==> src/rtl/wb_keys_pkg.sv <==
// Shared definitions for the wb_keys push-button / slide-switch Wishbone responder:
// register offsets, default bus window and small decode helpers.
package wb_keys_pkg;

  localparam logic [11:0] DATA_OFS     = 12'h000;
  localparam logic [11:0] RISE_OFS     = 12'h004;
  localparam logic [11:0] FALL_OFS     = 12'h008;
  localparam logic [11:0] IRQ_EN_OFS   = 12'h00C;
  localparam logic [11:0] IRQ_PEND_OFS = 12'h010;

  localparam logic [31:0] WB_KEYS_BASE = 32'h1000_1000;
  localparam logic [31:0] WB_KEYS_SIZE = 32'h0000_1000;

  typedef enum logic [2:0] {
    SEL_DATA     = 3'd0,
    SEL_RISE     = 3'd1,
    SEL_FALL     = 3'd2,
    SEL_IRQ_EN   = 3'd3,
    SEL_IRQ_PEND = 3'd4,
    SEL_NONE     = 3'd5
  } reg_sel_e;

  // Only the word offset inside the 4 KiB window selects a register.
  function automatic reg_sel_e decode_reg(input logic [31:0] adr);
    reg_sel_e sel;
    case ({adr[11:2], 2'b00})
      DATA_OFS:     sel = SEL_DATA;
      RISE_OFS:     sel = SEL_RISE;
      FALL_OFS:     sel = SEL_FALL;
      IRQ_EN_OFS:   sel = SEL_IRQ_EN;
      IRQ_PEND_OFS: sel = SEL_IRQ_PEND;
      default:      sel = SEL_NONE;
    endcase
    return sel;
  endfunction

  function automatic logic [31:0] byte_mask(input logic [3:0] sel);
    return {{8{sel[3]}}, {8{sel[2]}}, {8{sel[1]}}, {8{sel[0]}}};
  endfunction

endpackage

==> src/rtl/wb_if.sv <==
// Wishbone pipelined bus bundle shared by masters and slaves on the interconnect.
interface wb_if;
  logic        cyc;
  logic        stb;
  logic        we;
  logic [31:0] adr;
  logic [3:0]  sel;
  logic [31:0] dat_m;
  logic [31:0] dat_s;
  logic        ack;
  logic        stall;
  logic        err;

  modport master (output cyc, stb, we, adr, sel, dat_m,
                  input  dat_s, ack, stall, err);
  modport slave  (input  cyc, stb, we, adr, sel, dat_m,
                  output dat_s, ack, stall, err);
endinterface

==> src/rtl/wb_keys_debounce.sv <==
// key_debounce: one input bit through a 2-flop synchronizer and a stable-count
// debouncer; emits the debounced level plus one-cycle rise/fall pulses.
module key_debounce #(
  parameter int DEBOUNCE_CYCLES = 100000
) (
  input  logic clk,
  input  logic rst_n,
  input  logic raw_i,
  output logic db_o,
  output logic rise_o,
  output logic fall_o
);

  localparam int            CW      = $clog2(DEBOUNCE_CYCLES);
  localparam logic [CW-1:0] CNT_MAX = CW'(DEBOUNCE_CYCLES - 1);

  logic [1:0]    sync_q, sync_d;
  logic          db_q, db_d;
  logic [CW-1:0] cnt_q, cnt_d;

  // Next-state: the counter only runs while the synchronized level disagrees with db.
  always_comb begin
    sync_d = {sync_q[0], raw_i};
    db_d   = db_q;
    cnt_d  = cnt_q;
    if (sync_q[1] == db_q) begin
      cnt_d = {CW{1'b0}};
    end else if (cnt_q == CNT_MAX) begin
      db_d  = sync_q[1];
      cnt_d = {CW{1'b0}};
    end else begin
      cnt_d = cnt_q + CW'(1);
    end
  end

  // State registers.
  always_ff @(posedge clk or negedge rst_n) begin
    if (!rst_n) begin
      sync_q <= 2'b00;
      db_q   <= 1'b0;
      cnt_q  <= {CW{1'b0}};
    end else begin
      sync_q <= sync_d;
      db_q   <= db_d;
      cnt_q  <= cnt_d;
    end
  end

  assign db_o   = db_q;
  assign rise_o = db_d & ~db_q;
  assign fall_o = ~db_d & db_q;

endmodule

==> src/rtl/wb_keys.sv <==
// wb_keys: Wishbone responder exposing debounced buttons/switches with sticky W1C edge flags.
// Optional interrupt enable/pending registers and irq output are built when WB_KEYS_IRQ_EN is defined.
module wb_keys
  import wb_keys_pkg::*;
#(
  parameter int DEBOUNCE_CYCLES = 100000,
  parameter int NUM_BTN         = 4,
  parameter int NUM_SW          = 4
) (
  input  logic               clk,
  input  logic               rst_n,
  wb_if.slave                wb,
  input  logic [NUM_BTN-1:0] btn,
  input  logic [NUM_SW-1:0]  sw,
  output logic               irq
);

  localparam int N = NUM_BTN + NUM_SW;

  logic [N-1:0] in_s;
  logic [N-1:0] db_s;
  logic [N-1:0] rise_evt_s;
  logic [N-1:0] fall_evt_s;

  logic [N-1:0] rise_q, rise_d;
  logic [N-1:0] fall_q, fall_d;
  logic [N-1:0] irq_en_q, irq_en_d;
  logic [N-1:0] pend_s;
  logic [N-1:0] wbits_s;
  logic [N-1:0] wmask_s;

  logic [31:0]  lane_mask_s;
  logic [31:0]  rdata_s;
  logic         req_s;
  logic         wr_s;
  reg_sel_e     sel_s;

  logic         ack_q, ack_d;
  logic [31:0]  dat_s_q, dat_s_d;
  logic         irq_q, irq_d;

  assign in_s = {sw, btn};

  for (genvar g = 0; g < N; g++) begin : g_key
    key_debounce #(
      .DEBOUNCE_CYCLES(DEBOUNCE_CYCLES)
    ) u_db (
      .clk    (clk),
      .rst_n  (rst_n),
      .raw_i  (in_s[g]),
      .db_o   (db_s[g]),
      .rise_o (rise_evt_s[g]),
      .fall_o (fall_evt_s[g])
    );
  end

  if (N < 32) begin : g_unused
    logic unused_s;
    assign unused_s = ^{wb.dat_m[31:N], lane_mask_s[31:N]};
  end

  // Bus request decode and byte-lane masked write data.
  always_comb begin
    req_s       = wb.cyc & wb.stb;
    wr_s        = req_s & wb.we;
    sel_s       = decode_reg(wb.adr);
    lane_mask_s = byte_mask(wb.sel);
    wmask_s     = lane_mask_s[N-1:0];
    wbits_s     = wb.dat_m[N-1:0] & wmask_s;
  end

  // Sticky edge flags: a same-cycle set event overrides the W1C clear.
  always_comb begin
    rise_d = rise_q | rise_evt_s;
    fall_d = fall_q | fall_evt_s;
    if (wr_s && (sel_s == SEL_RISE)) begin
      rise_d = (rise_q & ~wbits_s) | rise_evt_s;
    end else if (wr_s && (sel_s == SEL_FALL)) begin
      fall_d = (fall_q & ~wbits_s) | fall_evt_s;
    end else begin
      rise_d = rise_q | rise_evt_s;
      fall_d = fall_q | fall_evt_s;
    end
  end

`ifdef WB_KEYS_IRQ_EN
  // Interrupt enable register and pending/irq computation.
  always_comb begin
    irq_en_d = irq_en_q;
    if (wr_s && (sel_s == SEL_IRQ_EN)) begin
      irq_en_d = (irq_en_q & ~wmask_s) | wbits_s;
    end else begin
      irq_en_d = irq_en_q;
    end
    pend_s = (rise_q | fall_q) & irq_en_q;
    irq_d  = |pend_s;
  end
`else
  // Interrupt logic absent: enable and pending stay zero, irq never fires.
  always_comb begin
    irq_en_d = {N{1'b0}};
    pend_s   = {N{1'b0}};
    irq_d    = 1'b0;
  end
`endif

  // Read mux samples register state ahead of this cycle's updates.
  always_comb begin
    rdata_s = 32'h0000_0000;
    case (sel_s)
      SEL_DATA:     rdata_s[N-1:0] = db_s;
      SEL_RISE:     rdata_s[N-1:0] = rise_q;
      SEL_FALL:     rdata_s[N-1:0] = fall_q;
      SEL_IRQ_EN:   rdata_s[N-1:0] = irq_en_q;
      SEL_IRQ_PEND: rdata_s[N-1:0] = pend_s;
      SEL_NONE:     rdata_s = 32'h0000_0000;
      default:      rdata_s = 32'h0000_0000;
    endcase
    ack_d = req_s;
    if (req_s && !wb.we) begin
      dat_s_d = rdata_s;
    end else begin
      dat_s_d = 32'h0000_0000;
    end
  end

  // Register file and bus response flops.
  always_ff @(posedge clk or negedge rst_n) begin
    if (!rst_n) begin
      rise_q   <= {N{1'b0}};
      fall_q   <= {N{1'b0}};
      irq_en_q <= {N{1'b0}};
      ack_q    <= 1'b0;
      dat_s_q  <= 32'h0000_0000;
      irq_q    <= 1'b0;
    end else begin
      rise_q   <= rise_d;
      fall_q   <= fall_d;
      irq_en_q <= irq_en_d;
      ack_q    <= ack_d;
      dat_s_q  <= dat_s_d;
      irq_q    <= irq_d;
    end
  end

  assign wb.ack   = ack_q;
  assign wb.dat_s = dat_s_q;
  assign wb.stall = 1'b0;
  assign wb.err   = 1'b0;
  assign irq      = irq_q;

endmodule

==> src/flat_wrapper.sv <==
// flat-port wrapper written by rule: the top's interface ports become plain ports
module wb_keys_flat import wb_keys_pkg::*;
#(
  parameter int DEBOUNCE_CYCLES = 100000,
  parameter int NUM_BTN         = 4,
  parameter int NUM_SW          = 4
)
  (clk, rst_n, btn, sw, irq, wb_cyc, wb_stb, wb_we, wb_adr, wb_sel, wb_dat_m, wb_dat_s, wb_ack, wb_stall, wb_err);
  wb_if wb_i ();
  input  logic clk;
  input  logic rst_n;
  input  logic [NUM_BTN-1:0] btn;
  input  logic [NUM_SW-1:0] sw;
  output logic irq;
  input wire logic [$bits(wb_i.cyc)-1:0] wb_cyc;
  input wire logic [$bits(wb_i.stb)-1:0] wb_stb;
  input wire logic [$bits(wb_i.we)-1:0] wb_we;
  input wire logic [$bits(wb_i.adr)-1:0] wb_adr;
  input wire logic [$bits(wb_i.sel)-1:0] wb_sel;
  input wire logic [$bits(wb_i.dat_m)-1:0] wb_dat_m;
  output wire logic [$bits(wb_i.dat_s)-1:0] wb_dat_s;
  output wire logic [$bits(wb_i.ack)-1:0] wb_ack;
  output wire logic [$bits(wb_i.stall)-1:0] wb_stall;
  output wire logic [$bits(wb_i.err)-1:0] wb_err;
  assign wb_i.cyc = wb_cyc;
  assign wb_i.stb = wb_stb;
  assign wb_i.we = wb_we;
  assign wb_i.adr = wb_adr;
  assign wb_i.sel = wb_sel;
  assign wb_i.dat_m = wb_dat_m;
  assign wb_dat_s = wb_i.dat_s;
  assign wb_ack = wb_i.ack;
  assign wb_stall = wb_i.stall;
  assign wb_err = wb_i.err;
  wb_keys #(.DEBOUNCE_CYCLES(DEBOUNCE_CYCLES), .NUM_BTN(NUM_BTN), .NUM_SW(NUM_SW)) u_core (.clk(clk), .rst_n(rst_n), .wb(wb_i), .btn(btn), .sw(sw), .irq(irq));
endmodule
==> config.mk <==
export PLATFORM = sky130hd
export DESIGN_NAME = wb_keys_flat
export DESIGN_NICKNAME = d
export VERILOG_FILES = /design/src/rtl/wb_keys_pkg.sv /design/src/rtl/wb_if.sv /design/src/rtl/wb_keys_debounce.sv /design/src/rtl/wb_keys.sv /design/src/flat_wrapper.sv
export SDC_FILE = /design/constraint.sdc
export NUM_CORES = 1
export LEC_CHECK = 0
export CAP_MARGIN = 20
export CORE_MARGIN = 2
export CORE_UTILIZATION = 44
export DETAILED_ROUTE_END_ITERATION = 10
export PLACE_DENSITY = 0.67
export SETUP_SLACK_MARGIN = 0.05
export SLEW_MARGIN = 15
export SYNTH_ARGS = -nofsm -noshare
export SYNTH_HDL_FRONTEND = slang
export SYNTH_SLANG_ARGS = --single-unit
==> constraint.sdc <==
create_clock -name clk -period 2.4 [get_ports clk]
set_clock_uncertainty 0.15 [all_clocks]
set_input_delay 0.24 -clock clk [delete_from_list [all_inputs] [get_ports clk]]
set_output_delay 0.24 -clock clk [all_outputs]
set_load 0.01 [all_outputs]
After elaboration in Yosys (flattened, before gate mapping)
Index checks and enable logic that the tools add are counted.

word-level totals
  output and inout bits = 36
  input port bits = 81
  word-level logic and storage cells = 144
  flip-flop bits (word level) = 185

cells by class
  bitwise operators = 42
  mux-type cells = 38
  reduce and logical (&&, ||, !) cells = 6
  add/subtract/negate cells = 8
  equality and inequality tests = 22

operators by type and width
  kind                                                  number
  two-way mux 17 bit                                    16
  adder 17 x 1 -> 17 bit, second input constant         8
  equality test 17 bit, second input constant           8
  two-way mux 8 bit                                     4
  bitwise OR 8 bit                                      4
  bitwise AND 8 bit                                     3
  case mux 8 bit (3 select lines)                       1
  equality test 10 x 2 -> 1 bit, second input constant  2
  bitwise AND 1 bit                                     18
  two-way mux 1 bit                                     16
  inverter 1 bit                                        16
  case mux 3 bit (5 select lines)                       1
  equality test 10 x 1 -> 1 bit, second input constant  1
  equality test 10 x 3 -> 1 bit, second input constant  1
  zero test 10 bit                                      1
  equality test 1 bit                                   8
  inverter 8 bit                                        1
  equality test 3 x 1 -> 1 bit, second input constant   1
  equality test 3 x 2 -> 1 bit, second input constant   1
  logical AND 1 bit                                     3
  zero test 3 bit                                       1
  zero test 1 bit                                       1

Longest topological paths before layout
  depth after elaboration = 8
  mapped depth = 7
  mapped depth without buffers = 5

By module
A second synthesis with hierarchy kept.

unflattened totals
  cells, all modules = 895
  area, all modules = 9441.6 sq um

by module, submodules not included
  module                                    sequential area each (sq um)  cells an instance  area an instance (sq um)  instances
  key_debounce at u_core.g_key[0].u_db ...  500.5                         93                 993.5                     7
  wb_keys                                   625.6                         152                1511.4                    1
  key_debounce at u_core.g_key[3].u_db      500.5                         92                 975.9                     1

Worst setup path before layout
No wires, ideal clock.

  path kind = register to register
  start = register u_core.g_key[2].u_db.cnt_q[0]
  end = register u_core.g_key[2].u_db.db_q
  period minus slack after synthesis = 1891 ps
  path slack = 509 ps
  setup time = 125 ps
  required time = 2125 ps
  buffers on the path = 1
  arrival time = 1616 ps
  cell stages (with the launch flop) = 7
  cell sequence = dfrtp_1 > ha_1 > and4_1 > buf_6 > nand2_4 > or3_4 > mux2_4

between the ends
  word-level cells in the longest chain between the ends = 3

RTL lines
  what                           line                    text
  start: declaration             wb_keys_debounce.sv:19  logic [CW-1:0] cnt_q, cnt_d;
  start signal: assignment       wb_keys_debounce.sv:41  cnt_q <= {CW{1'b0}};
  start signal: assignment       wb_keys_debounce.sv:45  cnt_q <= cnt_d;
  equality test 17 bit           wb_keys_debounce.sv:28  end else if (cnt_q == CNT_MAX) begin
  two-way mux 1 bit              wb_keys_debounce.sv:28
  two-way mux 1 bit              wb_keys_debounce.sv:26  if (sync_q[1] == db_q) begin
  via u_core.g_key[2].u_db.db_d  wb_keys_debounce.sv:18  logic db_q, db_d;
  end signal: assignment         wb_keys_debounce.sv:40  db_q <= 1'b0;
  end signal: assignment         wb_keys_debounce.sv:44  db_q <= db_d;
  end: declaration               wb_keys_debounce.sv:18

The timed path passes the listed nets, and every way through them passes these cells.

Final worst setup path
Same ends and word-level chain as after synthesis.

==> flow_metrics.py <==
metrics = {
    "logic_synthesis": {
        "synth_top_family_by_area": "simple AND/OR/NAND/NOR gates",
        "synth-compound-area-share_pct": 4.710,
        "synth_flop_cell": "dfrtp_1",
        "syn_area_um2": 9031,
        "yosys.area_share.simple_pct": 26.00,
        "synth-edff-count": 0,
        "seq_area_frac_synth_pct": 51.26,
        "synth.distinct_cells": 47,
        "ys_seq_elements": 185,
        "synth_adder_area_share_pct": 1.108,
        "synth.mux.area_fraction_pct": 1.967,
        "avgSynthCellArea_um2": 10.20,
        "async_flop_share_pct": 100.0,
        "ys_warn_count": 0,
        "syn_inst": 885,
        "synth_xor_area_share_pct": 10.57,
    },
    "setup_path": {
        "cp.depth": 5,
        "max_stage_delay_ns": 0.42,
        "cp.arrival_ns": 2.27,
        "reg2reg_to": "u_core.g_key[2].u_db.db_o$_DFF_PN0_",
        "cp-end-kind": "flop",
        "criticalPathCategory": "flop to flop",
        "required_ns": 2.57,
        "cp_top_family": "simple AND/OR/NAND/NOR gates",
        "critPathBufInv": 0,
        "timing.rr.start": "u_core.g_key[2].u_db.cnt_q[0]$_DFF_PN0_",
        "startpoint": "u_core.g_key[2].u_db.cnt_q[0]$_DFF_PN0_",
        "cpMaxStageDelayCell": "or3_4",
        "critPathMaxFanout": 7,
        "start_kind": "flop",
        "rr_worst_depth": 5,
        "path_cells": "ha_1, and4_1, nand2_4, or3_4, mux2_4",
        "r2r_slack_ns": 0.30,
    },
    "finish": {
        "syn_to_final_growth_pct": 14.26,
        "layout-drive-gt1-share_pct": 8.508,
        "final_common_cell": "dfrtp_1",
        "fin_nets": 1028,
        "diodes": 0,
        "final_cell_mix": "185 x dfrtp_1, 139 x nor2_1, 72 x nand4_1, 65 x xor2_1",
    },
    "global_routing": {
        "grtUsageTotal_pct": 16.87,
        "overflow": 0,
        "antenna_found_initial": 1,
        "grt_pass1_wl_mm": 29.77,
        "grt_pass1_vias": 6150,
        "grt_max_degree": 70,
    },
    "floorplanning": {
        "fp.dieW_um": 147.3,
        "rows": 52,
        "coreArea_um2": 20170,
        "start_util_pct": 44.78,
        "die_y_um": 147.3,
        "fp.dieArea_um2": 21690,
        "ioPinCount": 117,
    },
    "routing": {
        "vias": 6447,
        "drt_first_iter_violations": 325,
        "routed_wl_mm": 17.21,
        "drcViolationCount": 0,
        "route.antenna.remaining_nets": 0,
        "wl_per_cell_um": 14.08,
        "via_per_inst": 5.276,
        "first_pass_iters": 5,
    },
    "min_path": {
        "hold_path.class": "input pin to flop",
        "hp-start": "btn[3]",
        "holdPathStages": 1,
        "min_to": "u_core.g_key[3].u_db.sync_q[0]$_DFF_PN0_",
    },
    "clocking": {
        "numCtsBuffers": 17,
        "post_cts_buffers": 0,
        "cts_tree": "built",
        "clockBufferDepth": 2,
        "htree_num_levels": 4,
        "cts_sinks": 185,
        "cts_resized": 0,
        "cts-root-buf": "clkbuf_16",
        "clkTransAtPathRegs_ns": 0.06,
        "cts_hold_buf": 1,
        "worstSkewPairLatency_ns": 0.43,
    },
    "timing": {
        "final_hold_viol_count": 0,
        "finalCritPeriodShare_pct": 87.48,
        "slew_violations": 0,
        "fin_ws_ns": 0.3005,
        "relSlewSlack_pct": 55.44,
        "setup_viol": 0,
        "tns_ns": 0,
        "worst_pin_slew_ns": 0.6663,
        "min_period_ns": 2.099,
        "fmax_mhz": 476.3,
        "rsz0062_at_grt": "no",
    },
    "outcome": {
        "status": "completed",
    },
    "placement": {
        "dp_slack_ns": 0.3213,
        "dp.final_hpwl_mm": 12.02,
        "gp_congestion": 0.8298,
        "io_buffers": 40,
    },
    "power_and_ir_drop": {
        "worst_ir_drop_vdd_uv": 460.0,
        "leakagePower_nw": 4.302,
        "p_per_area_nw_per_um2": 617.6,
    },
    "job": {
        "cap_viol_max_count": 0,
    },
}
==> cell type report <==
type | count | area (um^2)
Clock buffer | 19 | 442.9
Clock inverter | 13 | 151.4
Fill cell | 1851 | 9851
Inverter | 2 | 7.507
Multi-Input combinational cell | 665 | 4108
Sequential cell | 185 | 4629
Tap cell | 270 | 337.8
Timing Repair Buffer | 68 | 641.9
==> cells in the mapped netlist (all sizes together), types with 3 or more instances <==
library cell,n,area (um^2)
dfrtp,185,4629
nor2,139,521.8
nand4,72,450.4
xor2,65,569.3
nand2,46,187.7
xnor2,44,385.4
buf,42,300.3
o21ai,41,205.2
nand3,37,185.2
and4,27,239.0
a21oi,25,125.1
clkbuf,17,83.83
nand2b,16,100.1
nor4,16,100.1
and3,15,96.34
nor3,14,70.07
nor4bb,12,120.1
or3,10,72.57
and2,9,56.30
ha,8,100.1
mux2,8,97.59
mux2i,8,80.08
nor4b,5,43.79
o31ai,4,57.55
or2,3,18.77
==> where the power goes <==
part / switching (mW) / internal, mW / total, mW
Combinational: 0.195 / 0.132 / 0.327
Clock: 1.18 / 1.66 / 2.83
Sequential: 0.0450 / 3.17 / 3.21
Total: 1.42 / 4.95 / 6.37
==> layer usage <==
metal / GRT usage, % / up-vias / routed length [um]
met5: 0 / - / 13
met4: 4.856 / 2 / 174
met3: 4.379 / 17 / 687
met2: 27.06 / 87 / 8309
met1: 22.76 / 3143 / 8023
li1: - / 3198 / -
==> sequential cells by signal, summed over array words and instances, names as in the netlist <==
| signal | count |
|---|---|
| u_core.fall_q | 8 |
| u_core.g_key.u_db.cnt_q | 136 |
| u_core.g_key.u_db.db_o | 8 |
| u_core.g_key.u_db.sync_q | 16 |
| u_core.rise_q | 8 |
| u_core.wb.ack | 1 |
| u_core.wb.dat_s | 8 |
==> worst register-to-register path, delay by kind of cell, from the launching register on <==
| family | cells | cell delay (ns) |
|---|---|---|
| mux | 1 | 0.30 |
| fa+ha+maj | 1 | 0.22 |
| flops | 1 | 0.40 |
| simple gates | 3 | 0.91 |
==> worst max-delay path by stage <==
stage | end
after floorplan | u_core.g_key[2].u_db.db_o$_DFF_PN0_
after global placement | u_core.g_key[2].u_db.db_o$_DFF_PN0_
after detailed placement | u_core.g_key[2].u_db.db_o$_DFF_PN0_
after CTS | u_core.g_key[2].u_db.db_o$_DFF_PN0_
after global routing | u_core.g_key[6].u_db.cnt_q[15]$_DFF_PN0_
final | u_core.g_key[2].u_db.db_o$_DFF_PN0_
==> metrics by stage <==
stage | total power, mW | instance area (um^2) | hold WS, ns | std cells | utilization [%]
6_report | 6.372 | 10320 | 0.09450 | 1222 | 51.16
5_1_grt | 6.647 | 10320 | 0.08217 | 1222 | 51.16
4_1_cts | 6.457 | 10320 | 0.08225 | 1222 | 51.16
3_5_place_dp | 3.602 | 9714 | 0.1356 | 1189 | 48.16
3_3_place_gp | 3.596 | 9714 | 0.1314 | 1189 | 48.16
2_1_floorplan | 3.440 | 9129 | -0.2056 | 911 | -
==> kinds of logic after synthesis <==
logic type / count (synthesis)
adder cells (fa/ha/maj): 8
flip-flops: 185
other: 1
AND/OR/NAND/NOR: 431
XOR/XNOR: 109
AO/OA/AOI/OAI: 74
buffers and inverters: 61
multiplexers: 16
Power figures use the tool's default switching activity.
